File: config.mk
export PLATFORM = sky130hd
export DESIGN_NAME = sig_burst_gen
export DESIGN_NICKNAME = d
export VERILOG_FILES = /design/src/rtl/sig_burst_gen.sv
export SDC_FILE = /design/constraint.sdc
export NUM_CORES = 1
export LEC_CHECK = 0
export CORE_ASPECT_RATIO = 1.2
export CORE_MARGIN = 4
export CORE_UTILIZATION = 50
export CTS_CLUSTER_DIAMETER = 150
export DETAILED_ROUTE_END_ITERATION = 10
export PLACE_DENSITY = 0.73
export SETUP_SLACK_MARGIN = 0.05
export SLEW_MARGIN = 20
export SYNTH_ARGS = -nofsm -noshare
export SYNTH_HDL_FRONTEND = slang
export SYNTH_SLANG_ARGS = --single-unit
File: constraint.sdc
create_clock -name clk -period 3.8 [get_ports clk]
set_input_delay 0.76 -clock clk [delete_from_list [all_inputs] [get_ports clk]]
set_output_delay 0.76 -clock clk [all_outputs]
set_load 0.01 [all_outputs]
File: src/rtl/sig_burst_gen.sv
// -----------------------------------------------------------------------------
// sig_burst_gen
//
// Programmable rectangular-waveform generator. A start request in IDLE latches
// period / high_time / burst into shadow registers and the block transmits
// periods of `period_r` clk cycles, the first `high_r` of which are high. It
// either stops after `burst_r` periods or runs continuously (burst = 0) until
// a graceful stop request, which takes effect at the next period boundary.
// The shadow period/high registers reload from the live inputs only at period
// boundaries, so waveform updates never glitch mid-period.
//
// Optional build macro: SIG_GEN_COMP_OUT_EN
//   When defined, adds a registered complementary output sig_out_n that is
//   high only inside the low phase, with DEAD_CYCLES guard cycles on both
//   sides of the high phase.
//
// Ports:
//   clk          system clock
//   rst_n        asynchronous active-low reset
//   start        start request, sampled only in IDLE
//   stop         graceful stop request, sampled only in RUN
//   period       period in clk cycles (values < 2 are rejected)
//   high_time    high cycles per period (>= period gives 100 %, 0 gives 0 %)
//   burst        periods to send, 0 = continuous
//   busy         high while generating
//   finish       one-cycle pulse when generation ends (with busy falling)
//   cycle_done   high during the last cycle of each period
//   cycles_sent  periods completed since the last start (wraps)
//   sig_out      generated waveform, registered
//   sig_out_n    complementary waveform with dead time (optional)
// -----------------------------------------------------------------------------
module sig_burst_gen #(
  parameter int CNT_W       = 20,
  parameter int BURST_W     = 8,
  parameter int DEAD_CYCLES = 2
) (
  input  logic               clk,
  input  logic               rst_n,
  input  logic               start,
  input  logic               stop,
  input  logic [CNT_W-1:0]   period,
  input  logic [CNT_W-1:0]   high_time,
  input  logic [BURST_W-1:0] burst,
  output logic               busy,
  output logic               finish,
  output logic               cycle_done,
  output logic [BURST_W-1:0] cycles_sent,
`ifdef SIG_GEN_COMP_OUT_EN
  output logic               sig_out_n,
`endif
  output logic               sig_out
);

  typedef enum logic {IDLE, RUN} state_t;

  state_t             state_q, state_d;
  logic [CNT_W-1:0]   cnt_q, cnt_d;
  logic [CNT_W-1:0]   period_r_q, period_r_d;
  logic [CNT_W-1:0]   high_r_q, high_r_d;
  logic [BURST_W-1:0] burst_r_q, burst_r_d;
  logic [BURST_W-1:0] cycles_sent_q, cycles_sent_d;
  logic               stop_latch_q, stop_latch_d;
  logic               sig_out_q, sig_out_d;
  logic               finish_q, finish_d;

  logic               period_ok;
  logic               at_boundary;
  logic [BURST_W-1:0] sent_inc;
  logic               end_run;

  assign period_ok   = (period >= CNT_W'(2));
  assign at_boundary = (state_q == RUN) && (cnt_q == (period_r_q - CNT_W'(1)));
  assign sent_inc    = cycles_sent_q + BURST_W'(1);
  assign end_run     = ((burst_r_q != '0) && (sent_inc == burst_r_q)) || stop_latch_q;

  // Next-state logic. sig_out_d is computed from the cycle position that the
  // counter will hold next, so the registered waveform lines up with cnt_q.
  always_comb begin
    state_d       = state_q;
    cnt_d         = cnt_q;
    period_r_d    = period_r_q;
    high_r_d      = high_r_q;
    burst_r_d     = burst_r_q;
    cycles_sent_d = cycles_sent_q;
    stop_latch_d  = stop_latch_q;
    sig_out_d     = sig_out_q;
    finish_d      = 1'b0;

    case (state_q)
      IDLE: begin
        if (start && period_ok) begin
          state_d       = RUN;
          period_r_d    = period;
          high_r_d      = high_time;
          burst_r_d     = burst;
          cnt_d         = '0;
          cycles_sent_d = '0;
          stop_latch_d  = 1'b0;
          sig_out_d     = (high_time != '0);
        end
      end

      RUN: begin
        if (stop) begin
          stop_latch_d = 1'b1;
        end
        if (at_boundary) begin
          cycles_sent_d = sent_inc;
          cnt_d         = '0;
          if (end_run) begin
            state_d      = IDLE;
            finish_d     = 1'b1;
            sig_out_d    = 1'b0;
            stop_latch_d = 1'b0;
          end else begin
            // An out-of-range live period keeps the old period and high time
            // together so the pair stays consistent.
            if (period_ok) begin
              period_r_d = period;
              high_r_d   = high_time;
            end
            sig_out_d = (high_r_d != '0);
          end
        end else begin
          cnt_d     = cnt_q + CNT_W'(1);
          sig_out_d = (({1'b0, cnt_q} + (CNT_W+1)'(1)) < {1'b0, high_r_q});
        end
      end

      default: begin
        state_d = IDLE;
      end
    endcase
  end

`ifdef SIG_GEN_COMP_OUT_EN
  localparam int EXT_W = CNT_W + 2;

  logic sig_out_n_q, sig_out_n_d;

  // Complementary window high_r+DEAD <= cnt <= period_r-1-DEAD, evaluated on
  // the next-cycle values and rearranged to avoid any unsigned underflow.
  always_comb begin
    sig_out_n_d = 1'b0;
    if (state_d == RUN) begin
      sig_out_n_d = ({2'b00, cnt_d} >= ({2'b00, high_r_d} + EXT_W'(DEAD_CYCLES))) &&
                    (({2'b00, cnt_d} + EXT_W'(1) + EXT_W'(DEAD_CYCLES)) <= {2'b00, period_r_d});
    end
  end

  always_ff @(posedge clk or negedge rst_n) begin
    if (!rst_n) begin
      sig_out_n_q <= 1'b0;
    end else begin
      sig_out_n_q <= sig_out_n_d;
    end
  end

  assign sig_out_n = sig_out_n_q;
`endif

  // State and output registers.
  always_ff @(posedge clk or negedge rst_n) begin
    if (!rst_n) begin
      state_q       <= IDLE;
      cnt_q         <= '0;
      period_r_q    <= '0;
      high_r_q      <= '0;
      burst_r_q     <= '0;
      cycles_sent_q <= '0;
      stop_latch_q  <= 1'b0;
      sig_out_q     <= 1'b0;
      finish_q      <= 1'b0;
    end else begin
      state_q       <= state_d;
      cnt_q         <= cnt_d;
      period_r_q    <= period_r_d;
      high_r_q      <= high_r_d;
      burst_r_q     <= burst_r_d;
      cycles_sent_q <= cycles_sent_d;
      stop_latch_q  <= stop_latch_d;
      sig_out_q     <= sig_out_d;
      finish_q      <= finish_d;
    end
  end

  assign busy        = (state_q == RUN);
  assign finish      = finish_q;
  assign cycle_done  = at_boundary;
  assign cycles_sent = cycles_sent_q;
  assign sig_out     = sig_out_q;

endmodule

Yosys cells after proc, flatten, opt, wreduce, memory -nomap -nowiden
Cells that the tools add are included.
Widths: inputs -> output; s select.
Operators by class
  shift-type cells: 0
  div/mod/pow operators: 0
  multiplexer cells: 35
  bitwise logic cells: 1
  equality and inequality tests: 6
  reduce and logical (&&, ||, !) cells: 11
  multiply operators: 0
  add/subtract/negate cells: 4
  magnitude comparators: 2
Operators by type and width (number)
  $mux 20: 13
  $pmux 20 s2: 3
  $reduce_bool 20->1: 2
  $add 20x1->21 const B: 1
  $lt 21x20->1: 1
  $add 20x1->20 const B: 1
  $eq 20x20->1: 1
  $ge 20x2->1 const B: 1
  $sub 20x1->20 const B: 1
  $mux 8: 2
  $pmux 8 s2: 1
  $mux 1: 13
  $add 8x1->8 const B: 1
  $eq 8x8->1: 1
  $reduce_bool 8->1: 1
  $ne 2x2->1 const B: 3
  $pmux 1 s2: 3
  $reduce_and 2->1: 2
  $reduce_and 4->1: 1
  $logic_and 1x1->1: 3
  $reduce_and 3->1: 1
  $ne 2x1->1 const B: 1
  $logic_or 1x1->1: 1
  $not 1->1: 1
Storage, ports and cells
  input bits: 52
  memories: 0
  logic and storage cells: 68
  ROM bits: 0
  RAM bits: 0
  output and inout port bits: 12
  register bits: 80
  bits in latches: 0

Logic depth before layout (Yosys ltp)
  depth after elaboration: 11
  mapped depth: 15
  depth with buffers taken out: 15

Least setup slack after synthesis
Ideal clock, no wire load.
  path type: flip-flop to flip-flop
  from: register period_r_q[4]
  to: register high_r_q[0]
  slack: 500 ps
  stages on the path, launching flop included: 11
  setup time: 125 ps
  required time: 3675 ps
  arrival time: 3174 ps
  period minus slack after synthesis: 3300 ps
  cell sequence: dfrtp_1 > buf_4 > or4_1 > or4_1 > buf_2 > o31ai_2 > nand4_2 > or4_1 > o21a_2 > buf_6 > mux2_4
Between the ends
  word-level cells in the longest chain between the ends: 5
Ends and longest elaborated chain
  start, declared: RTL line 58  | logic [CNT_W-1:0] period_r_q, period_r_d;
  start signal, assigned: RTL line 177  | period_r_q <= period_r_d;
  $sub 20x1->20: RTL line 72  | assign at_boundary = (state_q == RUN) && (cnt_q == (period_r_q - CNT_W'(1)));
  $eq 20x20->1: RTL line 72
  $logic_and 1x1->1: RTL line 72
  $ne 2x2->1 (no line)
  $reduce_and 3->1 (no line)
  end signal, assigned: RTL line 178  | high_r_q <= high_r_d;
  end, declared: RTL line 59  | logic [CNT_W-1:0] high_r_q, high_r_d;
No other way between the ends.
A chain may end at the register's enable or synchronous reset.

Worst setup path after layout
  from: register period_r_q[9]
  to: output cycle_done
Between the ends
  word-level cells in the longest chain between the ends: 3
Ends and longest elaborated chain
  $sub 20x1->20: RTL line 72
  $eq 20x20->1: RTL line 72
  $logic_and 1x1->1: RTL line 72
  end, declared: RTL line 46  | output logic cycle_done,
No other way between the ends.

==> flow_summary.ini <==
[timing]
setup_viol = 0
clock_skew_ns = 0.00706
slew_violations = 0
finalHoldViolations = 0
rsz0062_at_grt = no
tightest_slew_ns = 0.734
period_needed_ns = 3.70
setup_tns_ns = 0
maxSlewHeadroom_pct = 51.1
final.period_utilization_pct = 97.3
whs_ns = 0.463
fmax_mhz = 270

[layout]
antenna_cells = 0
multi_input_area_um2 = 3200
seq_area_um2 = 2000
final_nets = 694
fin_cells = 754
final_cell_mix = dfrtp_1, clkdlybuf4s50_1, nand2_1
drive_gt1_share_pct = 18.9
fillers = 886
final_common_cell = dfrtp_1
syn2layout_area_growth_pct = 22.8

[detailed_routing]
met2_length_um = 7230
drc = 0
wl_met1_um = 5870
via_per_inst = 6.00
drt_wl_total_um = 14100
postRouteAntennaNets = 0
dr.pass1.iters = 4
wl_met3_um = 545
wl_per_cell_um = 18.6
vias = 4522
top_layer = met4
initialDrtViolationCount = 302

[cts]
clk_latency_ns = 0.34
cts_made_buffers = 9
cts-root-buf = clkbuf_16
htreeDepth = 3
clockBufferDepth = 2
postCtsSetupBuffers = 0
cts.sink_count = 80
cts_tree = yes
cts.reportedPaths.clkPinSlew_ns = 0.06

[place]
routabilityCongestion = 0.881
placedCellCount = 738
numPortBuffers = 63
hpwl_um = 10300

[worst_setup_path]
slowest_stage = or4_4
r2r_end = high_r_q[12]$_DFFE_PN0P_
crit_arrival_ns = 2.94
crit_path_cell_trace = or4_4 -> or4_4 -> xnor2_1 -> mux2_4 -> o22ai_2 -> and4_4 -> and2_1 -> buf_2
timing.rr.start = period_r_q[9]$_DFFE_PN0P_
critPathMaxFanout = 3
cp_common_cell = or4_4
slowest_delay_ns = 0.59
end_kind = output pin
cp-start-kind = register
cp_num_buf_inv = 1
critical_path_required_ns = 3.04
cpLargestDelayFamily = simple AND/OR/NAND/NOR gates
rr_worst_depth = 9
reg2reg_setup_slack_ns = 0.37
crit_type = reg -> out

[power]
power_density_nw_per_um2 = 426
p_leak_uw = 0.00294
peakVddDrop_v = 0.000229

[grt]
grtUsageTotal_pct = 22.8
grt_max_degree = 81
grt_pass1_wl_um = 22500
grt_pass1_vias = 4624
grt_overflow = 0
antenna_found_initial = 0

[synthesis]
synth_cell_types = 57
synth_nets = 622
synth_area_leaders = dfrtp_1, mux2_4, xnor2_1, ha_1, nand2_1
ys_seq_area_share_pct = 36.7
synth_top_family_by_area = simple AND/OR/NAND/NOR gates
synth-seq-cells = 80
synth_compound_area_share_pct = 11.7
synth_edf_count = 0
synth_top_area_share_pct = 36.7
synth_area_um2 = 5450
yosysTopAreaCell = dfrtp_1
syn-instance-count = 548
async_reset_ff_share_pct = 100
synthAdderAreaFrac_pct = 5.05
syn_area_per_cell_um2 = 9.95
yosys.area_share.xor_xnor_pct = 9.00
synthMuxAreaShare_pct = 13.6
synth-warning-count = 0
synth_flop_cell = dfrtp_1
yosys.area_share.simple_pct = 18.9

[die]
die_h_um = 122
die_x_um = 103
ios = 64
row_count = 41
dieArea_um2 = 12600
core_um2 = 10600
start_util_pct = 51.6

[run_status]
status = complete, no violations

[min_path]
hp-class = in -> async

[run]
drv_cap = 0
==> routing by layer <==
metal | vias to the layer above | GRT usage (%)
met5 | - | 0
met4 | 0 | 10.4
met3 | 23 | 3.52
met2 | 105 | 39.6
met1 | 2231 | 27.6
li1 | 2163 | -
==> layout make-up <==
| class | instances | share of cell area [%] |
|---|---|---|
| clock buffers | 9 | 3.37 |
| clock inverters | 7 | 1.42 |
| inverters | 28 | 1.57 |
| multi-input cells | 405 | 47.9 |
| flip-flops and latches | 80 | 29.9 |
| well taps | 129 | 2.41 |
| repair buffers | 96 | 13.4 |
==> worst max-delay path by stage <==
stage	from	end	cells past startpoint
after CTS	period_r_q[0]$_DFFE_PN0P_	cycle_done	8
after global routing	period_r_q[11]$_DFFE_PN0P_	cycle_done	8
after detailed placement	period_r_q[0]$_DFFE_PN0P_	cycle_done	8
after global placement	period_r_q[0]$_DFFE_PN0P_	cycle_done	8
final	period_r_q[9]$_DFFE_PN0P_	cycle_done	8
after floorplan	period_r_q[4]$_DFFE_PN0P_	high_r_q[0]$_DFFE_PN0P_	10
==> cells in the mapped netlist (2+ instances only) <==
library cell and n:
o211ai_1 7, o21a_1 2, buf_2 4, nor3b_1 4
a2111o_1 2, a311o_1 4, a32o_1 12, a211oi_1 3
a31o_2 3, xor2_1 16, or4_1 8, o22ai_1 8
ha_1 22, and3_1 11, mux2_4 40, xnor2_1 40
nor4_1 23, or3_1 7, and4_1 4, a21oi_1 11
nand2b_1 7, nand2_1 44, clkbuf_1 26, mux2_2 9
or2_2 4, a211o_1 2, nand3b_1 2, nor2b_1 3
o21ai_0 13, nor2_1 17, o31ai_1 2, mux2i_1 4
o2111ai_1 3, nand4_1 8, buf_6 4, and2_1 2
dfrtp_1 80, nand3_1 28, nor3_1 14, inv_1 28
==> cell families (layout without fill, tap and decap cells) <==
logic type	Yosys count	in the layout
simple gates	190	190
compound gates	84	84
flops	80	80
buf+inv	63	140
xor+xnor	56	56
mux	53	53
fa+ha+maj	22	22
==> sequential cells by signal, indices dropped and copies added, names as in the netlist <==
name and cells:
cycles_sent 8, high_r_q 20, stop_latch_q 1, burst_r_q 8, period_r_q 20, sig_out 1, cnt_q 20, finish 1
busy 1
==> worst register-to-register path, cell delays in order, from the launching register on <==
cell     delay, ns
dfrtp_1       0.40
or4_4         0.54
or4_4         0.59
buf_4         0.18
o31ai_2       0.20
nand4_2       0.14
or4_1         0.42
o21a_2        0.31
buf_12        0.21
mux2_4        0.33
==> per-stage QoR <==
step                total power (uW)  cell area [um^2]  utilization (%)  worst slack (ns)
floorplan                       1630              5450                -             0.500
global placement                1860              6340             60.0           0.00818
detailed placement              1910              6340             60.0           -0.0218
CTS                             2860              6680             63.2            0.0941
global route                    2990              6690             63.3            0.0470
finish                          2850              6690             63.3             0.102
==> report_power, final <==
| group | total [uW] | internal, uW | switching (uW) |
|---|---|---|---|
| registers | 1130 | 958 | 170 |
| logic | 779 | 416 | 363 |
| clock network | 946 | 577 | 370 |
| total | 2850 | 1950 | 903 |
==> what timing repair did <==
action	in CTS	in global routing
hold buffers	0	0
pin swaps	2	3
endpoints found under the setup margin	1	1
resized for setup	9	2
(Power assumes the default switching activity.)
